$ cat src/rtl/fir_pkg.sv
// Shared constants, types and helpers for the 8-tap low-pass FIR filter.
// Coefficients are symmetric (linear phase) and sum to 32, so the DC gain after the shift is 4.
package fir_pkg;

    localparam int IN_W  = 14;
    localparam int OUT_W = 16;
    localparam int TAPS  = 8;
    localparam int SHIFT = 3;
    localparam int ACC_W = 20;

    typedef logic signed [IN_W-1:0]  sample_t;
    typedef logic signed [OUT_W-1:0] out_t;
    typedef logic signed [ACC_W-1:0] acc_t;
    typedef logic        [3:0]       coef_t;

    localparam coef_t COEF [0:TAPS-1] = '{4'd1, 4'd3, 4'd4, 4'd8, 4'd8, 4'd4, 4'd3, 4'd1};

    localparam acc_t OUT_MAX = acc_t'(2**(OUT_W-1) - 1);
    localparam acc_t OUT_MIN = acc_t'(-(2**(OUT_W-1)));

    // Floor-scale the accumulator and clamp it into the output range.
    function automatic out_t scaleSaturate(input acc_t acc);
        acc_t y;
        y = acc >>> SHIFT;
        if (y > OUT_MAX) begin
            return out_t'(OUT_MAX);
        end else if (y < OUT_MIN) begin
            return out_t'(OUT_MIN);
        end
        return out_t'(y);
    endfunction

endpackage

$ cat src/rtl/fir_delay_line.sv
// TAPS-deep sample shift register; taps_o[0] holds the newest sample.
module fir_delay_line
    import fir_pkg::*;
(
    input  logic    clk,
    input  logic    rst,
    input  sample_t sample_i,
    output sample_t taps_o [TAPS]
);

    sample_t taps_q [TAPS];
    sample_t taps_d [TAPS];

    always_comb begin
        taps_d[0] = sample_i;
        for (int k = 1; k < TAPS; k++) begin
            taps_d[k] = taps_q[k-1];
        end
    end

    // Clearing every tap on reset restarts the filter from a zero history.
    always_ff @(posedge clk) begin
        if (!rst) begin
            for (int k = 0; k < TAPS; k++) begin
                taps_q[k] <= '0;
            end
        end else begin
            for (int k = 0; k < TAPS; k++) begin
                taps_q[k] <= taps_d[k];
            end
        end
    end

    assign taps_o = taps_q;

endmodule

$ cat src/rtl/top_level.sv
// 8-tap fixed-coefficient low-pass FIR: one 14-bit sample in and one 16-bit sample out per clock.
// The MAC is a single combinational sum into the output register, giving a two-edge latency.
module top_level
    import fir_pkg::*;
(
    input  logic                    clk,
    input  logic                    rst,
    input  logic signed [IN_W-1:0]  adc_input,
    output logic signed [OUT_W-1:0] filtered_output
);

    sample_t taps [TAPS];
    acc_t    acc;
    out_t    out_d;
    out_t    out_q;

    fir_delay_line u_delay (
        .clk      (clk),
        .rst      (rst),
        .sample_i (adc_input),
        .taps_o   (taps)
    );

    // A full-scale input sums to 8192*32, which fits in ACC_W bits without overflow.
    always_comb begin
        acc = '0;
        for (int k = 0; k < TAPS; k++) begin
            acc = acc + acc_t'(taps[k]) * acc_t'(COEF[k]);
        end
        out_d = scaleSaturate(acc);
    end

    always_ff @(posedge clk) begin
        if (!rst) begin
            out_q <= '0;
        end else begin
            out_q <= out_d;
        end
    end

    assign filtered_output = out_q;

endmodule

$ cat config.mk
export PLATFORM = sky130hd
export DESIGN_NAME = top_level
export DESIGN_NICKNAME = d
export VERILOG_FILES = /design/src/rtl/fir_pkg.sv /design/src/rtl/fir_delay_line.sv /design/src/rtl/top_level.sv
export SDC_FILE = /design/constraint.sdc
export NUM_CORES = 1
export LEC_CHECK = 0
export CAP_MARGIN = 40
export CORE_MARGIN = 2
export CORE_UTILIZATION = 38
export CTS_CLUSTER_SIZE = 10
export DETAILED_ROUTE_END_ITERATION = 12
export PLACE_DENSITY = 0.66
export SYNTH_ARGS = -nofsm -noshare
export SYNTH_HDL_FRONTEND = slang
export SYNTH_HIERARCHICAL = 1
export SYNTH_SLANG_ARGS = --single-unit
$ cat constraint.sdc
create_clock -name clk -period 5.19 [get_ports clk]
set_clock_uncertainty 0.2 [all_clocks]
set_input_delay 1.557 -clock clk [delete_from_list [all_inputs] [get_ports clk]]
set_output_delay 1.557 -clock clk [all_outputs]
set_load 0.005 [all_outputs]
==> impl_metrics.prom <==
# TYPE chip_impl_metric gauge
chip_impl_info{name="run_status",value="completed"} 1
chip_impl_metric{name="place_congestion",unit=""} 0.775
chip_impl_metric{name="die_width",unit="um"} 148
chip_impl_metric{name="drc_errors",unit=""} 0
chip_impl_metric{name="post_synthesis_cell_area",unit="um^2"} 7850
chip_impl_metric{name="clock_latency",unit="ns"} 0.42
chip_impl_metric{name="r2r_slack",unit="ns"} 0.07
chip_impl_metric{name="critPathMaxFanout",unit=""} 7
chip_impl_metric{name="power.density",unit="nW/um^2"} 309
chip_impl_metric{name="ys_seq_elements",unit=""} 128
chip_impl_metric{name="timing.setup.tns",unit="ns"} 0
chip_impl_metric{name="cts_sinks",unit=""} 128
chip_impl_metric{name="grt_max_degree",unit=""} 70
chip_impl_metric{name="dr_total_vias",unit=""} 4623
chip_impl_metric{name="htree_levels",unit=""} 4
chip_impl_metric{name="ys_async_sr_fraction",unit=""} 0
chip_impl_metric{name="worst_ep_required_time",unit="ns"} 5.27
chip_impl_metric{name="finalSetupViolCount",unit=""} 0
chip_impl_metric{name="cts_made_buffers",unit=""} 17
chip_impl_metric{name="starting_density_of_the_core",unit=""} 0.388
chip_impl_metric{name="top_level_ports",unit=""} 32
chip_impl_metric{name="grt_pass1_wl",unit="um"} 23100
chip_impl_metric{name="hold_violation_total_from_the_final_report",unit=""} 0
chip_impl_metric{name="achievable-frequency",unit="GHz"} 0.195
chip_impl_info{name="root_buffer",value="sky130_fd_sc_hd__clkbuf_16"} 1
chip_impl_metric{name="clockPowerShare",unit=""} 0.412
chip_impl_info{name="cp-start-kind",value="register"} 1
chip_impl_metric{name="timing_max_transition_violations_final",unit=""} 0
chip_impl_metric{name="first_global_vias",unit=""} 5053
chip_impl_metric{name="fillCellCount",unit=""} 1858
chip_impl_metric{name="post_drt_wl_per_cell",unit="um"} 13.0
chip_impl_metric{name="hold-worst-slack",unit="ns"} 0.277
chip_impl_info{name="timing_worst_setup_path_type",value="reg2reg"} 1
chip_impl_metric{name="drt-total-wl",unit="um"} 13600
chip_impl_metric{name="number_of_distinct_library_cells_after_synthesis",unit=""} 43
chip_impl_metric{name="hpwl_detailed",unit="um"} 10000
chip_impl_metric{name="power_report.internal_total",unit="mW"} 2.13
chip_impl_metric{name="postSynthCellCount",unit=""} 701
chip_impl_metric{name="netlist.area_leader.share",unit=""} 0.326
chip_impl_info{name="setup_crit_end_kind",value="register"} 1
chip_impl_metric{name="setup_ws",unit="ns"} 0.0728
chip_impl_info{name="commonest_cells_in_the_synthesized_netlist",value="sky130_fd_sc_hd__inv_1, sky130_fd_sc_hd__dfxtp_1, sky130_fd_sc_hd__fa_1, sky130_fd_sc_hd__and2_1, sky130_fd_sc_hd__ha_1"} 1
chip_impl_metric{name="min_period",unit="ns"} 5.12
chip_impl_metric{name="fp-row-count",unit=""} 52
chip_impl_metric{name="iteration_0_drc_count_of_the_detailed_router",unit=""} 147
chip_impl_metric{name="crit_path_dat",unit="ns"} 5.19
chip_impl_metric{name="detailedRoute.firstPassIterationCount",unit=""} 4
chip_impl_metric{name="place.detailed.instances",unit=""} 1008
chip_impl_metric{name="dieArea",unit="um^2"} 21800
chip_impl_metric{name="antenna_found_initial",unit=""} 0
chip_impl_metric{name="layout-area-overhead-vs-synth",unit="%"} 19.5
chip_impl_metric{name="max_slew_margin",unit=""} 0.657
chip_impl_metric{name="final.period_utilization",unit=""} 0.986
chip_impl_metric{name="worst_ir_drop_vdd",unit="V"} 0.000234
chip_impl_metric{name="global_route.usage.total",unit=""} 0.134
chip_impl_info{name="ys.flop_type",value="sky130_fd_sc_hd__dfxtp_1"} 1
chip_impl_metric{name="fin_nets",unit=""} 953
chip_impl_metric{name="synthesis.yosys.warnings",unit=""} 6
chip_impl_metric{name="dp_slack",unit="ns"} -0.0930
chip_impl_metric{name="antenna_cells_inserted",unit=""} 0
chip_impl_metric{name="clkSlewWorstSetupHoldPaths",unit="ns"} 0.05
chip_impl_metric{name="die_h",unit="um"} 148
chip_impl_metric{name="vias_per_cell",unit=""} 4.42
chip_impl_metric{name="cts-root-to-sink-buffers",unit=""} 2
chip_impl_metric{name="power.combinational.fraction",unit=""} 0.220
chip_impl_metric{name="power.switching_fraction",unit=""} 0.264
chip_impl_info{name="yosysMostFrequentCell",value="sky130_fd_sc_hd__inv_1"} 1
chip_impl_metric{name="power_frac_seq",unit=""} 0.368
chip_impl_info{name="synth_largest_area_cell",value="sky130_fd_sc_hd__dfxtp_1"} 1
chip_impl_metric{name="coreArea",unit="um^2"} 20200
chip_impl_metric{name="antenna_left",unit=""} 0
chip_impl_metric{name="measured_slew_at_the_worst_slew_check_pin",unit="ns"} 0.515
chip_impl_metric{name="number_of_enable_flip_flop_cells_after_synthesis",unit=""} 0
chip_impl_info{name="hp-class",value="reg2reg"} 1
chip_impl_metric{name="synth_seq_area_share",unit=""} 0.326
chip_impl_metric{name="max_cap_violations",unit=""} 0
chip_impl_metric{name="final-instance-count-excl-fill",unit=""} 1047
chip_impl_metric{name="synthesis.nets",unit=""} 890
chip_impl_metric{name="hold_buffers",unit=""} 0
chip_impl_info{name="clock_tree_from_tritoncts",value="done"} 1
chip_impl_metric{name="switchingPower",unit="uW"} 763
chip_impl_metric{name="global_route.overflow_total",unit=""} 0
chip_impl_info{name="rsz0062_at_grt",value="true"} 1
chip_impl_info{name="ranking_of_synthesized_cells_by_area",value="sky130_fd_sc_hd__dfxtp_1, sky130_fd_sc_hd__fa_1, sky130_fd_sc_hd__and2_1, sky130_fd_sc_hd__ha_1, sky130_fd_sc_hd__inv_1"} 1
chip_impl_metric{name="synthesis.area_per_instance",unit="um^2"} 11.2
chip_impl_metric{name="cellLeakagePower",unit="nW"} 4.45
chip_impl_metric{name="place.port_buffers",unit=""} 31
chip_impl_metric{name="layout-drive-gt1-share",unit=""} 0.131
-- kinds of logic after synthesis --
logic type | Yosys count | synth area share
xor gates and xnor gates | 10 | 0.0129
adders and majority gates | 173 | 0.390
AOI/OAI and AO/OA | 74 | 0.0602
DFF | 128 | 0.326
buffers and inverters | 155 | 0.0848
muxes | 4 | 0.00510
and+or+nand+nor | 157 | 0.121
-- metal layers --
metal,part of all wire,track usage,vias up
met3,0.027,0.0370,12
li1,-,-,2289
met1,0.46,0.165,2288
met4,0.010,0.0346,0
met2,0.50,0.232,34
met5,0,0,-
-- per-stage QoR --
step | instance area, um^2 | power [mW] | utilization
after global routing | 9380 | 3.05 | 0.464
after floorplan | 7850 | 1.45 | -
after detailed placement | 8530 | 1.66 | 0.422
after CTS | 9270 | 2.91 | 0.458
after global placement | 8530 | 1.65 | 0.422
final | 9380 | 2.89 | 0.464
-- worst max-delay path: stages, from the launching register on --
cell	delay [ns]
sky130_fd_sc_hd__dfxtp_2	0.32
sky130_fd_sc_hd__fa_1	0.52
sky130_fd_sc_hd__inv_1	0.05
sky130_fd_sc_hd__fa_1	0.50
sky130_fd_sc_hd__inv_2	0.04
sky130_fd_sc_hd__fa_1	0.51
sky130_fd_sc_hd__fa_1	0.45
sky130_fd_sc_hd__fa_1	0.49
sky130_fd_sc_hd__ha_2	0.22
sky130_fd_sc_hd__fa_2	0.41
sky130_fd_sc_hd__a211oi_2	0.29
sky130_fd_sc_hd__o211ai_1	0.18
sky130_fd_sc_hd__nand4_1	0.17
sky130_fd_sc_hd__nand3_2	0.13
sky130_fd_sc_hd__a22oi_4	0.24
sky130_fd_sc_hd__buf_6	0.17
sky130_fd_sc_hd__o22ai_1	0.09
-- power by group through the flow --
stage               sequential (mW)  combinational, mW  clock (mW)
floorplan                      1.08              0.369           0
global placement               1.09              0.562           0
detailed placement             1.09              0.568           0
CTS                            1.07              0.624        1.22
global route                   1.07              0.716        1.27
finish                         1.07              0.638        1.19
-- timing repair --
item	in CTS	in global routing
pin swaps	1	35
setup buffers	2	4
setup endpoints to repair	15	16
gates cloned	1	1
resized for setup	15	30
-- layout by cell type (no fill, tap or decap), types with 4 or more instances in the layout --
| cell type | instances |
|---|---|
| sky130_fd_sc_hd__and2_1 | 114 |
| sky130_fd_sc_hd__fa_1 | 115 |
| sky130_fd_sc_hd__nor2_1 | 5 |
| sky130_fd_sc_hd__a21oi_2 | 5 |
| sky130_fd_sc_hd__dfxtp_2 | 5 |
| sky130_fd_sc_hd__a21o_1 | 4 |
| sky130_fd_sc_hd__ha_4 | 8 |
| sky130_fd_sc_hd__mux2i_1 | 4 |
| sky130_fd_sc_hd__o21ai_0 | 10 |
| sky130_fd_sc_hd__clkbuf_1 | 4 |
| sky130_fd_sc_hd__fa_2 | 4 |
| sky130_fd_sc_hd__inv_1 | 131 |
| sky130_fd_sc_hd__xnor2_1 | 4 |
| sky130_fd_sc_hd__clkdlybuf4s50_1 | 30 |
| sky130_fd_sc_hd__o211ai_1 | 7 |
| sky130_fd_sc_hd__buf_4 | 26 |
| sky130_fd_sc_hd__a21oi_1 | 16 |
| sky130_fd_sc_hd__nand2_1 | 17 |
| sky130_fd_sc_hd__o22ai_1 | 13 |
| sky130_fd_sc_hd__xor2_1 | 5 |
| sky130_fd_sc_hd__inv_2 | 7 |
| sky130_fd_sc_hd__dfxtp_1 | 123 |
| sky130_fd_sc_hd__clkbuf_16 | 18 |
| sky130_fd_sc_hd__ha_1 | 44 |
-- sequential cells by signal (all words and copies together), names as in the netlist --
| name | cells |
|---|---|
| u_delay/taps_o | 112 |
| filtered_output | 16 |
-- worst paths after layout --
check,to,cells after the start,start
max reg2reg,filtered_output[11],16,u_delay/taps_o[3]
max,filtered_output[11],16,u_delay/taps_o[3]
min reg2reg,u_delay/taps_o[85],1,u_delay/taps_o[99]
min,u_delay/taps_o[85],1,u_delay/taps_o[99]
-- cell type report --
type | instances | area [um^2] | share of cell area
Tap cell | 270 | 338 | 0.0360
Multi-Input combinational cell | 419 | 4820 | 0.513
Clock buffer | 22 | 454 | 0.0484
Sequential cell | 128 | 2570 | 0.274
Clock inverter | 10 | 136 | 0.0145
Timing Repair Buffer | 60 | 548 | 0.0584
Inverter | 138 | 518 | 0.0552
Power figures use the tool's default switching activity.
